**src/rtl/ps2_pkg.sv**
```systemverilog
`default_nettype none
// ============================================================================
//  Module      : ps2_pkg
//  Description : Shared types and constants for the PS/2 scancode receiver:
//                receive FSM state encoding, prefix byte values and a frame
//                parity helper.
//  Revision    : 1.0 - initial release
// ============================================================================
package ps2_pkg;

  // Receive FSM states; each advances only on a filtered clock fall.
  typedef enum logic [1:0] {
    IDLE   = 2'd0,
    DATA   = 2'd1,
    PARITY = 2'd2,
    STOP   = 2'd3
  } ps2_rx_state_t;

  // Scancode prefix bytes.
  localparam logic [7:0] PS2_BREAK = 8'hF0;
  localparam logic [7:0] PS2_EXT   = 8'hE0;

  // PS/2 uses odd parity: data plus parity bit must hold an odd number of ones.
  function automatic logic ps2_frame_odd(input logic [7:0] data, input logic par);
    return ^{data, par};
  endfunction

endpackage : ps2_pkg
`default_nettype wire

```
**src/rtl/ps2_scancode_rx_if.sv**
```systemverilog
`default_nettype none
// ============================================================================
//  Module      : ps2_scancode_rx_if
//  Description : Bundle of the PS/2 pins and the scancode output bus.
//    ps2_clock, ps2_data : raw PS/2 pins (asynchronous to the system clock)
//    scancode            : last good byte, held until the next good byte
//    valid               : one-cycle pulse, scancode updated
//    is_break            : scancode was preceded by 0xF0
//    is_extended         : 0xE0 seen since the last non-prefix byte
//    parity_err          : one-cycle pulse, frame dropped on bad parity
//    frame_err           : one-cycle pulse, frame dropped on bad stop / timeout
//    modport master : device / stimulus side (drives the pins)
//    modport slave  : receiver side (drives the scancode bus)
//  Revision    : 1.0 - initial release
// ============================================================================
interface ps2_scancode_rx_if;

  logic       ps2_clock;
  logic       ps2_data;
  logic [7:0] scancode;
  logic       valid;
  logic       is_break;
  logic       is_extended;
  logic       parity_err;
  logic       frame_err;

  modport master (
    output ps2_clock, ps2_data,
    input  scancode, valid, is_break, is_extended, parity_err, frame_err
  );

  modport slave (
    input  ps2_clock, ps2_data,
    output scancode, valid, is_break, is_extended, parity_err, frame_err
  );

endinterface : ps2_scancode_rx_if
`default_nettype wire

```
**src/rtl/ps2_input_filter.sv**
```systemverilog
`default_nettype none
// ============================================================================
//  Module      : ps2_input_filter
//  Description : Two-flop synchroniser followed by a debounce filter. The
//                filtered level only changes after FILTER_LEN consecutive
//                synchronised samples disagree with it.
//    clk_i   : system clock
//    rst_ni  : asynchronous active-low reset (filtered level resets high)
//    pin_i   : raw asynchronous pin
//    level_o : filtered level
//    fall_o  : one-cycle pulse in the cycle the filtered level goes 1->0
//  Revision    : 1.0 - initial release
// ============================================================================
module ps2_input_filter #(
  parameter int FILTER_LEN = 8
) (
  input  logic clk_i,
  input  logic rst_ni,
  input  logic pin_i,
  output logic level_o,
  output logic fall_o
);

  localparam int CNT_W = (FILTER_LEN < 2) ? 1 : $clog2(FILTER_LEN);
  localparam logic [CNT_W-1:0] CNT_LAST = CNT_W'(FILTER_LEN - 1);

  logic             meta_q;
  logic             sync_q;
  logic             level_q;
  logic             level_d;
  logic [CNT_W-1:0] cnt_q;
  logic [CNT_W-1:0] cnt_d;
  logic             w_flip;

  // Idle PS/2 lines are high, so every stage resets to 1 to avoid a
  // spurious falling edge coming out of reset.
  always_ff @(posedge clk_i or negedge rst_ni) begin
    if (!rst_ni) begin
      meta_q  <= 1'b1;
      sync_q  <= 1'b1;
      level_q <= 1'b1;
      cnt_q   <= '0;
    end else begin
      meta_q  <= pin_i;
      sync_q  <= meta_q;
      level_q <= level_d;
      cnt_q   <= cnt_d;
    end
  end

  // Run-length counter of samples disagreeing with the filtered level; any
  // agreeing sample restarts the run.
  always_comb begin
    cnt_d   = '0;
    level_d = level_q;
    w_flip  = 1'b0;
    if (sync_q != level_q) begin
      if (cnt_q == CNT_LAST) begin
        w_flip  = 1'b1;
        level_d = sync_q;
      end else begin
        cnt_d = cnt_q + 1'b1;
      end
    end
  end

  assign level_o = level_q;
  // Asserted in the same cycle the level is about to drop, so the caller can
  // sample data alongside it.
  assign fall_o  = w_flip & level_q;

endmodule : ps2_input_filter
`default_nettype wire

```
**src/rtl/ps2_scancode_rx.sv**
```systemverilog
`default_nettype none
// ============================================================================
//  Module      : ps2_scancode_rx
//  Description : PS/2 device-to-host receiver. Conditions the raw pins,
//                deframes 11-bit frames (start, 8 data LSB first, odd parity,
//                stop), and emits one valid pulse per good byte with
//                break/extended prefix annotation. Bad frames raise
//                parity_err or frame_err instead.
//    clk_in  : system clock, single domain
//    reset_n : asynchronous active-low reset
//    bus     : pins in, scancode/valid/flags/errors out (slave modport)
//  Revision    : 1.0 - initial release
// ============================================================================
module ps2_scancode_rx
  import ps2_pkg::*;
#(
  parameter int FILTER_LEN     = 8,
  parameter int TIMEOUT_CYCLES = 50000
) (
  input  logic              clk_in,
  input  logic              reset_n,
  ps2_scancode_rx_if.slave  bus
);

  localparam int               TMO_W   = $clog2(TIMEOUT_CYCLES + 1);
  localparam logic [TMO_W-1:0] TMO_MAX = TMO_W'(TIMEOUT_CYCLES);

  // --------------------------------------------------------------------------
  // Input conditioning
  // --------------------------------------------------------------------------
  logic w_clk_level;
  logic w_fall;
  logic data_meta_q;
  logic data_sync_q;
  logic clk_level_q;
  logic w_clk_edge;

  ps2_input_filter #(
    .FILTER_LEN (FILTER_LEN)
  ) u_clk_filter (
    .clk_i   (clk_in),
    .rst_ni  (reset_n),
    .pin_i   (bus.ps2_clock),
    .level_o (w_clk_level),
    .fall_o  (w_fall)
  );

  // Data is only sampled on a debounced clock fall, so it needs
  // synchronising but no filtering.
  always_ff @(posedge clk_in or negedge reset_n) begin
    if (!reset_n) begin
      data_meta_q <= 1'b1;
      data_sync_q <= 1'b1;
      clk_level_q <= 1'b1;
    end else begin
      data_meta_q <= bus.ps2_data;
      data_sync_q <= data_meta_q;
      clk_level_q <= w_clk_level;
    end
  end

  // Any filtered clock transition, seen one cycle after the level changes.
  assign w_clk_edge = (w_clk_level != clk_level_q);

  // --------------------------------------------------------------------------
  // Receive state
  // --------------------------------------------------------------------------
  ps2_rx_state_t    state_q,      state_d;
  logic [2:0]       bitcnt_q,     bitcnt_d;
  logic [7:0]       shift_q,      shift_d;
  logic             parity_q,     parity_d;
  logic [TMO_W-1:0] tmo_q,        tmo_d;
  logic [7:0]       scancode_q,   scancode_d;
  logic             is_break_q,   is_break_d;
  logic             is_ext_q,     is_ext_d;
  logic             brk_pend_q,   brk_pend_d;
  logic             ext_pend_q,   ext_pend_d;
  logic             valid_q,      valid_d;
  logic             perr_q,       perr_d;
  logic             ferr_q,       ferr_d;

  always_ff @(posedge clk_in or negedge reset_n) begin
    if (!reset_n) begin
      state_q    <= IDLE;
      bitcnt_q   <= '0;
      shift_q    <= '0;
      parity_q   <= 1'b0;
      tmo_q      <= '0;
      scancode_q <= '0;
      is_break_q <= 1'b0;
      is_ext_q   <= 1'b0;
      brk_pend_q <= 1'b0;
      ext_pend_q <= 1'b0;
      valid_q    <= 1'b0;
      perr_q     <= 1'b0;
      ferr_q     <= 1'b0;
    end else begin
      state_q    <= state_d;
      bitcnt_q   <= bitcnt_d;
      shift_q    <= shift_d;
      parity_q   <= parity_d;
      tmo_q      <= tmo_d;
      scancode_q <= scancode_d;
      is_break_q <= is_break_d;
      is_ext_q   <= is_ext_d;
      brk_pend_q <= brk_pend_d;
      ext_pend_q <= ext_pend_d;
      valid_q    <= valid_d;
      perr_q     <= perr_d;
      ferr_q     <= ferr_d;
    end
  end

  // Idle-time counter. The fall pulse also clears it because the edge signal
  // lags by a cycle: without this, a saturated count left over from IDLE
  // would trip a timeout right after a start bit.
  always_comb begin
    tmo_d = tmo_q;
    if (w_fall || w_clk_edge) begin
      tmo_d = '0;
    end else if (tmo_q != TMO_MAX) begin
      tmo_d = tmo_q + 1'b1;
    end
  end

  always_comb begin
    state_d    = state_q;
    bitcnt_d   = bitcnt_q;
    shift_d    = shift_q;
    parity_d   = parity_q;
    scancode_d = scancode_q;
    is_break_d = is_break_q;
    is_ext_d   = is_ext_q;
    brk_pend_d = brk_pend_q;
    ext_pend_d = ext_pend_q;
    valid_d    = 1'b0;
    perr_d     = 1'b0;
    ferr_d     = 1'b0;

    if (w_fall) begin
      case (state_q)
        IDLE: begin
          // A high line at a fall is not a start bit; ignore it silently.
          if (!data_sync_q) begin
            state_d  = DATA;
            bitcnt_d = '0;
          end
        end
        DATA: begin
          shift_d  = {data_sync_q, shift_q[7:1]};
          bitcnt_d = bitcnt_q + 3'd1;
          if (bitcnt_q == 3'd7) begin
            state_d = PARITY;
          end
        end
        PARITY: begin
          parity_d = data_sync_q;
          state_d  = STOP;
        end
        STOP: begin
          state_d = IDLE;
          if (ps2_frame_odd(shift_q, parity_q) && data_sync_q) begin
            valid_d    = 1'b1;
            scancode_d = shift_q;
            // Flags describe the prefixes that came before this byte.
            is_break_d = brk_pend_q;
            is_ext_d   = ext_pend_q;
            if (shift_q == PS2_BREAK) begin
              brk_pend_d = 1'b1;
            end else if (shift_q == PS2_EXT) begin
              ext_pend_d = 1'b1;
            end else begin
              brk_pend_d = 1'b0;
              ext_pend_d = 1'b0;
            end
          end else begin
            // Bad parity is reported even when the stop bit is also bad.
            if (!ps2_frame_odd(shift_q, parity_q)) begin
              perr_d = 1'b1;
            end else begin
              ferr_d = 1'b1;
            end
            brk_pend_d = 1'b0;
            ext_pend_d = 1'b0;
          end
        end
        default: state_d = IDLE;
      endcase
    end else if ((state_q != IDLE) && (tmo_q == TMO_MAX)) begin
      state_d    = IDLE;
      ferr_d     = 1'b1;
      brk_pend_d = 1'b0;
      ext_pend_d = 1'b0;
    end
  end

  assign bus.scancode    = scancode_q;
  assign bus.valid       = valid_q;
  assign bus.is_break    = is_break_q;
  assign bus.is_extended = is_ext_q;
  assign bus.parity_err  = perr_q;
  assign bus.frame_err   = ferr_q;

endmodule : ps2_scancode_rx
`default_nettype wire

```
**src/flat_wrapper.sv**
```systemverilog
// flat-port wrapper written by rule: the top's interface ports become plain ports
module ps2_scancode_rx_flat import ps2_pkg::*;
#(
  parameter int FILTER_LEN     = 8,
  parameter int TIMEOUT_CYCLES = 50000
)
  (clk_in, reset_n, bus_ps2_clock, bus_ps2_data, bus_scancode, bus_valid, bus_is_break, bus_is_extended, bus_parity_err, bus_frame_err);
  ps2_scancode_rx_if bus_i ();
  input  logic clk_in;
  input  logic reset_n;
  input wire logic [$bits(bus_i.ps2_clock)-1:0] bus_ps2_clock;
  input wire logic [$bits(bus_i.ps2_data)-1:0] bus_ps2_data;
  output wire logic [$bits(bus_i.scancode)-1:0] bus_scancode;
  output wire logic [$bits(bus_i.valid)-1:0] bus_valid;
  output wire logic [$bits(bus_i.is_break)-1:0] bus_is_break;
  output wire logic [$bits(bus_i.is_extended)-1:0] bus_is_extended;
  output wire logic [$bits(bus_i.parity_err)-1:0] bus_parity_err;
  output wire logic [$bits(bus_i.frame_err)-1:0] bus_frame_err;
  assign bus_i.ps2_clock = bus_ps2_clock;
  assign bus_i.ps2_data = bus_ps2_data;
  assign bus_scancode = bus_i.scancode;
  assign bus_valid = bus_i.valid;
  assign bus_is_break = bus_i.is_break;
  assign bus_is_extended = bus_i.is_extended;
  assign bus_parity_err = bus_i.parity_err;
  assign bus_frame_err = bus_i.frame_err;
  ps2_scancode_rx #(.FILTER_LEN(FILTER_LEN), .TIMEOUT_CYCLES(TIMEOUT_CYCLES)) u_core (.clk_in(clk_in), .reset_n(reset_n), .bus(bus_i));
endmodule
```
**config.mk**
```make
export PLATFORM = sky130hd
export DESIGN_NAME = ps2_scancode_rx_flat
export DESIGN_NICKNAME = d
export VERILOG_FILES = /design/src/rtl/ps2_pkg.sv /design/src/rtl/ps2_scancode_rx_if.sv /design/src/rtl/ps2_input_filter.sv /design/src/rtl/ps2_scancode_rx.sv /design/src/flat_wrapper.sv
export SDC_FILE = /design/constraint.sdc
export NUM_CORES = 1
export LEC_CHECK = 0
export CAP_MARGIN = 20
export CORE_UTILIZATION = 60
export DETAILED_ROUTE_END_ITERATION = 6
export GPL_ROUTABILITY_DRIVEN = 1
export GPL_TIMING_DRIVEN = 0
export HOLD_SLACK_MARGIN = 0.03
export MAX_ROUTING_LAYER = met4
export PLACE_DENSITY = 0.81
export SLEW_MARGIN = 40
export SYNTH_ARGS = -nofsm -noshare
export SYNTH_HDL_FRONTEND = slang
export SYNTH_SLANG_ARGS = --single-unit
```
**constraint.sdc**
```tcl
create_clock -name clk_in -period 4.9 [get_ports clk_in]
set_input_delay 0.98 -clock clk_in [delete_from_list [all_inputs] [get_ports clk_in]]
set_output_delay 0.98 -clock clk_in [all_outputs]
set_load 0.02 [all_outputs]
```
==> results of run 1 <==
## synthesized netlist by cell type, types with 6 or more instances
library cell / instances
dfrtp_1: 48
dfstp_2: 6
ha_1: 11
inv_1: 8
mux2_2: 12
mux2_4: 9
nand2_1: 10
nand3_1: 6
nor2_1: 14
xnor2_1: 9
xor2_1: 7
## routing by layer
| metal | global-route usage (%) | up-vias | share of wire, % |
|---|---|---|---|
| li1 | - | 766 | - |
| met1 | 25.8 | 834 | 44 |
| met2 | 40.0 | 22 | 53 |
| met3 | 3.72 | 7 | 1.9 |
| met4 | 9.57 | 0 | 1.1 |
| met5 | - | - | 0 |
## power groups by stage
| stage | sequential [mW] | clock [mW] | combinational, mW |
|---|---|---|---|
| final | 0.533 | 0.293 | 0.145 |
| after floorplan | 0.531 | 0 | 0.105 |
| after CTS | 0.533 | 0.302 | 0.149 |
| after detailed placement | 0.541 | 0 | 0.149 |
| after global routing | 0.542 | 0.320 | 0.168 |
| after global placement | 0.537 | 0 | 0.136 |
## registers in the layout, summed over array words and instances, names as in the netlist, 2 cells and up
name                       count
u_core.shift_q                 8
u_core.tmo_q                  16
u_core.bus.scancode            8
u_core.u_clk_filter.cnt_q      3
u_core.state_q                 2
u_core.bitcnt_q                3
## through the flow
stage	cells	power [mW]	instance area (sq um)
global placement	270	0.673	2790
global route	279	1.03	2920
detailed placement	271	0.690	2810
finish	279	0.971	2920
CTS	279	0.983	2920
floorplan	204	0.636	2560
## cell families (layout without fill, tap and decap cells)
logic type | count (synthesis) | after routing | synth area share, %
DFF | 54 | 54 | 53.0
adders and majority gates | 11 | 11 | 5.37
buffers and inverters | 12 | 37 | 2.20
AOI/OAI and AO/OA | 21 | 21 | 5.56
muxes | 25 | 25 | 12.2
and+or+nand+nor | 63 | 63 | 14.4
xor gates and xnor gates | 18 | 18 | 7.27
## area by class of cell
class	instances	area, sq um	area share, %
clock inverters	2	37.5	1.29
repair buffers	17	178	6.09
well taps	50	62.6	2.15
flip-flops and latches	54	1360	46.6
multi-input cells	138	1150	39.4
plain buffers	4	26.3	0.901
inverters	8	30.0	1.03
clock buffers	6	72.6	2.49
## worst min path at each step
stage	start	end	slack [ns]	cells past startpoint
after CTS	u_core.u_clk_filter.meta_q	u_core.u_clk_filter.sync_q	0.36	0
after floorplan	u_core.data_meta_q	u_core.data_sync_q	0.35	0
after global routing	u_core.u_clk_filter.meta_q	u_core.u_clk_filter.sync_q	0.37	0
after global placement	u_core.u_clk_filter.meta_q	u_core.u_clk_filter.sync_q	0.35	0
after detailed placement	u_core.u_clk_filter.meta_q	u_core.u_clk_filter.sync_q	0.35	0
final	u_core.u_clk_filter.meta_q	u_core.u_clk_filter.sync_q	0.36	0
## critical path: cells and delay by family (launching register included)
family,cells,cell delay (ns)
mux,2,0.54
buf+inv,2,0.53
flops,1,0.38
fa+ha+maj,2,0.38
simple gates,2,0.34
==> flow_metrics.tcl, run 1 <==
set metrics [dict create \
    r2r-start "u_core.u_clk_filter.cnt_q[0]" \
    synth_nets 219 \
    final_util_pct 71.8 \
    fin_tns_setup_ns 0 \
    rows 23 \
    wire_per_inst_um 15.3 \
    yosys_warnings 0 \
    synth_top_area_share_pct 46.8 \
    fin_skew_ns 0.00617 \
    drive_gt1_share_pct 20.1 \
    fin_ws_ns 2.61 \
    p_sw_mw 0.267 \
    clk_path_buf_depth 2 \
    firstDrtPassIters 4 \
    internal_power_mw 0.704 \
    drtIter0Drc 62 \
    final_common_cell "dfrtp_1" \
    finalSetupViolCount 0 \
    die_y_um 67.4 \
    grt_pass1_wl_um 7440 \
    antenna_found_initial 0 \
    cp_cell_sequence "ha_1 > ha_1 > and3b_1 > clkbuf_1 > nand4b_1 > mux2i_2 > buf_6 > mux2_4" \
    synth_area_leader_cell "dfrtp_1" \
    tritoncts "built" \
    layout_common_cells "dfrtp_1 (48), clkdlybuf4s50_1 (15), nor2_1 (14)" \
    worst_slew_pin_slew_ns 0.423 \
    hold_violations 0 \
    core_sq_um 4060 \
    cts_sinks 54 \
    avgViaCountPerCell 5.84 \
    cts_hold_buf 0 \
    ys_async_sr_fraction_pct 100 \
    synth.distinct_cells 43 \
    period_needed_ns 2.29 \
    endpoint_kind "flop" \
    synth_area_sq_um 2560 \
    synth_area_leaders "dfrtp_1 (47%), dfstp_2 (6.1%), ha_1 (5.4%)" \
    design.portCount 17 \
    grt_setup_unrepaired "false" \
    io_buffers 16 \
    fin_crit_sh_pct 46.6 \
    combPwrFrac_pct 15.0 \
    fin_hold_ws_ns 0.360 \
    cpMaxStageDelayCell "dfrtp_1" \
    seqPwrFrac_pct 54.9 \
    synth_sequential_area_ratio_pct 53.0 \
    crit_fanout 10 \
    outcome "complete, no violations" \
    syn_inst 204 \
    ctsRootBufferMaster "clkbuf_8" \
    rr_worst_depth 8 \
    cts_setup_buffers 0 \
    timing.rr.end "u_core.bus.scancode[4]" \
    drc 0 \
    worst_ep_required_time_ns 5.09 \
    synth_flop_cell "dfrtp_1" \
    timing.final.max_slew_violations 0 \
    detail-route-antenna-nets 0 \
    start_util_pct 63.2 \
    grt_usage_pct 22.9 \
    cts_buffers 5 \
    timing.fmax_mhz 437 \
    gp_congestion 0.867 \
    cts_resized 0 \
    min_path_type "reg -> reg" \
    criticalPathCategory "reg -> reg" \
    synth_edf_count 0 \
    wl_um 4270 \
    htreeDepth 2 \
    slew_headroom_pct 71.8 \
    worstSetupStartpoint "u_core.u_clk_filter.cnt_q[0]" \
    via_count 1629 \
    max_stage_delay_ns 0.38 \
    vdd_drop_max_v 0.000308 \
    die-area_sq_um 4540 \
    clockPowerShare_pct 30.1 \
    swShare_pct 27.5 \
    grt_max_degree 29 \
    dp_slack_ns 2.61 \
    final_nets 243 \
    start_kind "flop" \
    grt_pass1_vias 1678 \
    dp_hpwl_um 3140 \
    ys_ff_latch 54 \
    die_w_um 67.4 \
    cp_common_cell "ha_1" \
    insertedDiodeCount 0 \
    clock_latency_ns 0.30 \
    fill_cells 258 \
    clk_pin_slew_worst_paths_ns 0.09 \
    p_per_area_nw_per_um2 333 \
    cap_violations 0 \
    crit_path_end "u_core.bus.scancode[4]" \
    postSynthAreaPerCell_sq_um 12.6 \
    syn_to_final_growth_pct 13.7 \
    r2r_setup_slack_ns 2.61 \
    overflow 0 \
    critPathArrivalTime_ns 2.48 \
    p_leak_nw 1.34 \
]
No activity file was read; power rests on OpenSTA's default activity.
==> inputs of run 2 (changes only) <==
CORE_UTILIZATION = 52   (was 60)
PLACE_DENSITY = 0.74   (was 0.81)
clock period = 2 ns   (was 4.9 ns; I/O delays follow)
==> run 2 against run 1 <==
Against the previous run:
- the run now ends with setup timing left
- die area grew 15%
- clock power grew 150%
- first-iteration DRC count grew 4.8%
- critical path type unchanged
- largest cell class unchanged
==> flow_metrics.tcl, run 2 (same netlist as run 1, synthesis figures left out) <==
set metrics [dict create \
    outcome "finished with violations" \
    failed_checks "setup timing" \
    worst_slew_pin_slew_ns 0.375 \
    endpoint_kind "flop" \
    swShare_pct 27.9 \
    grt_pass1_wl_um 7250 \
    min_from "u_core.u_clk_filter.meta_q" \
    timing.fmax_mhz 500 \
    criticalPathCategory "reg -> reg" \
    slew_headroom_pct 74.7 \
    clk_path_buf_depth 2 \
    critPathArrivalTime_ns 2.20 \
    fin_crit_sh_pct 100 \
    timing.rr.end "u_core.bus.scancode[1]" \
    fin_ws_ns -0.000203 \
    overflow 0 \
    firstDrtPassIters 4 \
    die_y_um 72.2 \
    internal_power_mw 1.74 \
    rows 25 \
    worst_ep_required_time_ns 2.20 \
    r2r-start "u_core.shift_q[4]" \
    fin_skew_ns 0.00823 \
    grt_max_degree 37 \
    crit_buf_inv 1 \
    gp_congestion 0.800 \
    grt_setup_unrepaired "true" \
    via_count 1640 \
    drc 0 \
    p_sw_mw 0.674 \
    clock_latency_ns 0.31 \
    rr_worst_depth 5 \
    p_per_area_nw_per_um2 781 \
    clk_pin_slew_worst_paths_ns 0.10 \
    hold_violations 0 \
    cp_top_family "XOR/XNOR gates" \
    wl_um 4310 \
    insertedDiodeCount 0 \
    drtIter0Drc 65 \
    dp_hpwl_um 2880 \
    final_nets 254 \
    period_needed_ns 2.00 \
    seqPwrFrac_pct 54.5 \
    hold_depth 0 \
    crit_fanout 5 \
    p_leak_nw 1.41 \
    finalSetupViolCount 1 \
    final_common_cell "dfrtp_1" \
    min_path_type "reg -> reg" \
    start_kind "flop" \
    cap_violations 0 \
    grt_pass1_vias 1610 \
    combPwrFrac_pct 15.3 \
    regMostFlops "u_core.tmo_q" \
    layout_common_cells "dfrtp_1 (46), clkdlybuf4s50_1 (15), nor2_1 (14)" \
    largest_register_ffs 16 \
    antenna_found_initial 0 \
    io_buffers 16 \
    wire_per_inst_um 14.0 \
    detail-route-antenna-nets 0 \
    cpMaxStageDelayCell "xnor3_2" \
    cp_cell_sequence "xor2_1 > xnor3_2 > mux2i_4 > buf_6 > mux2_4" \
    avgViaCountPerCell 5.34 \
    start_util_pct 54.3 \
    tritoncts "built" \
    htreeDepth 2 \
    vdd_drop_max_v 0.000543 \
    die-area_sq_um 5220 \
    drive_gt1_share_pct 27.1 \
    cts_buffers 5 \
    fill_cells 371 \
    ctsRootBufferMaster "clkbuf_8" \
    syn_to_final_growth_pct 20.6 \
    die_w_um 72.2 \
    grt_usage_pct 18.8 \
    r2r_setup_slack_ns -0.0002 \
    core_sq_um 4720 \
    dp_slack_ns -0.148 \
    max_stage_delay_ns 0.47 \
    timing.final.max_slew_violations 0 \
    design.portCount 17 \
    clockPowerShare_pct 30.1 \
    fin_tns_setup_ns -0.000203 \
    hold_path_end "u_core.u_clk_filter.sync_q" \
    cts_sinks 54 \
]
-- run 2: changes by cell type in the layout (fill, tap and decap cells not counted), sizes merged --
cell / change
clkinv: +1
dlygate4sd3: +1
inv: +1
buf: +10
clkinvlp: -1
clkbuf: -1
-- run 2: final cells by class --
cell class                      count  area [sq um]  share of cell area, %
Sequential cell                    54          1360                   44.0
Multi-Input combinational cell    138          1200                   38.7
Timing Repair Buffer               29           278                   8.98
Tap cell                           67          83.8                   2.71
Clock buffer                        5          68.8                   2.22
Clock inverter                      3          43.8                   1.42
Buffer                              3          31.3                   1.01
Inverter                            8          30.0                  0.971
-- run 2: how the worst max path moves through the flow --
stage | startpoint | endpoint | slack (ns) | cells past startpoint
2_1_floorplan | u_core.u_clk_filter.cnt_q[0] | u_core.bus.is_break | 0.08 | 8
3_3_place_gp | reset_n | u_core.tmo_q[12] | -1.04 | 1
3_5_place_dp | u_core.u_clk_filter.cnt_q[0] | u_core.bus.scancode[1] | -0.15 | 8
4_1_cts | u_core.u_clk_filter.cnt_q[0] | u_core.bus.scancode[0] | 0.01 | 8
5_1_grt | u_core.shift_q[4] | u_core.bus.is_extended | -0.04 | 5
6_report | u_core.shift_q[4] | u_core.bus.scancode[1] | -0.0002 | 5
-- run 2: worst reg2reg max path: stages (launching register included) --
cell     delay (ns)
dfrtp_2        0.44
xor2_1         0.17
xnor3_2        0.47
mux2i_4        0.33
buf_6          0.18
mux2_4         0.30
-- run 2: through the flow --
stage	utilization, %	instance area (sq um)	cells	hold slack (ns)	power [mW]
final	65.5	3090	307	0.360	2.41
after global routing	65.5	3090	307	0.364	2.56
after CTS	64.2	3030	303	0.362	2.44
after detailed placement	59.9	2830	288	0.288	1.69
after global placement	59.5	2810	287	0.346	1.66
after floorplan	-	2570	204	0.104	1.56
-- run 2: per-layer routing --
layer / GRT usage [%] / wire [um]
met2: 31.2 / 2190
met4: 7.63 / 88
met5: - / 0
met1: 22.3 / 1890
met3: 4.31 / 137
-- run 2: power by group through the flow --
| stage | registers (mW) | logic (mW) | clock network (mW) |
|---|---|---|---|
| 3_3_place_gp | 1.32 | 0.345 | 0 |
| 5_1_grt | 1.34 | 0.439 | 0.788 |
| 2_1_floorplan | 1.30 | 0.258 | 0 |
| 3_5_place_dp | 1.33 | 0.362 | 0 |
| 4_1_cts | 1.31 | 0.374 | 0.757 |
| 6_report | 1.32 | 0.371 | 0.728 |
-- run 2: what timing repair did --
item                       in CTS  in global routing
hold buffers                    1                  0
pin swaps                       6                  4
hold endpoints to repair       18                  0
cloned                          2                  0
buffers inserted                4                  5
resized for setup               9                  9
setup endpoints to repair      12                 21
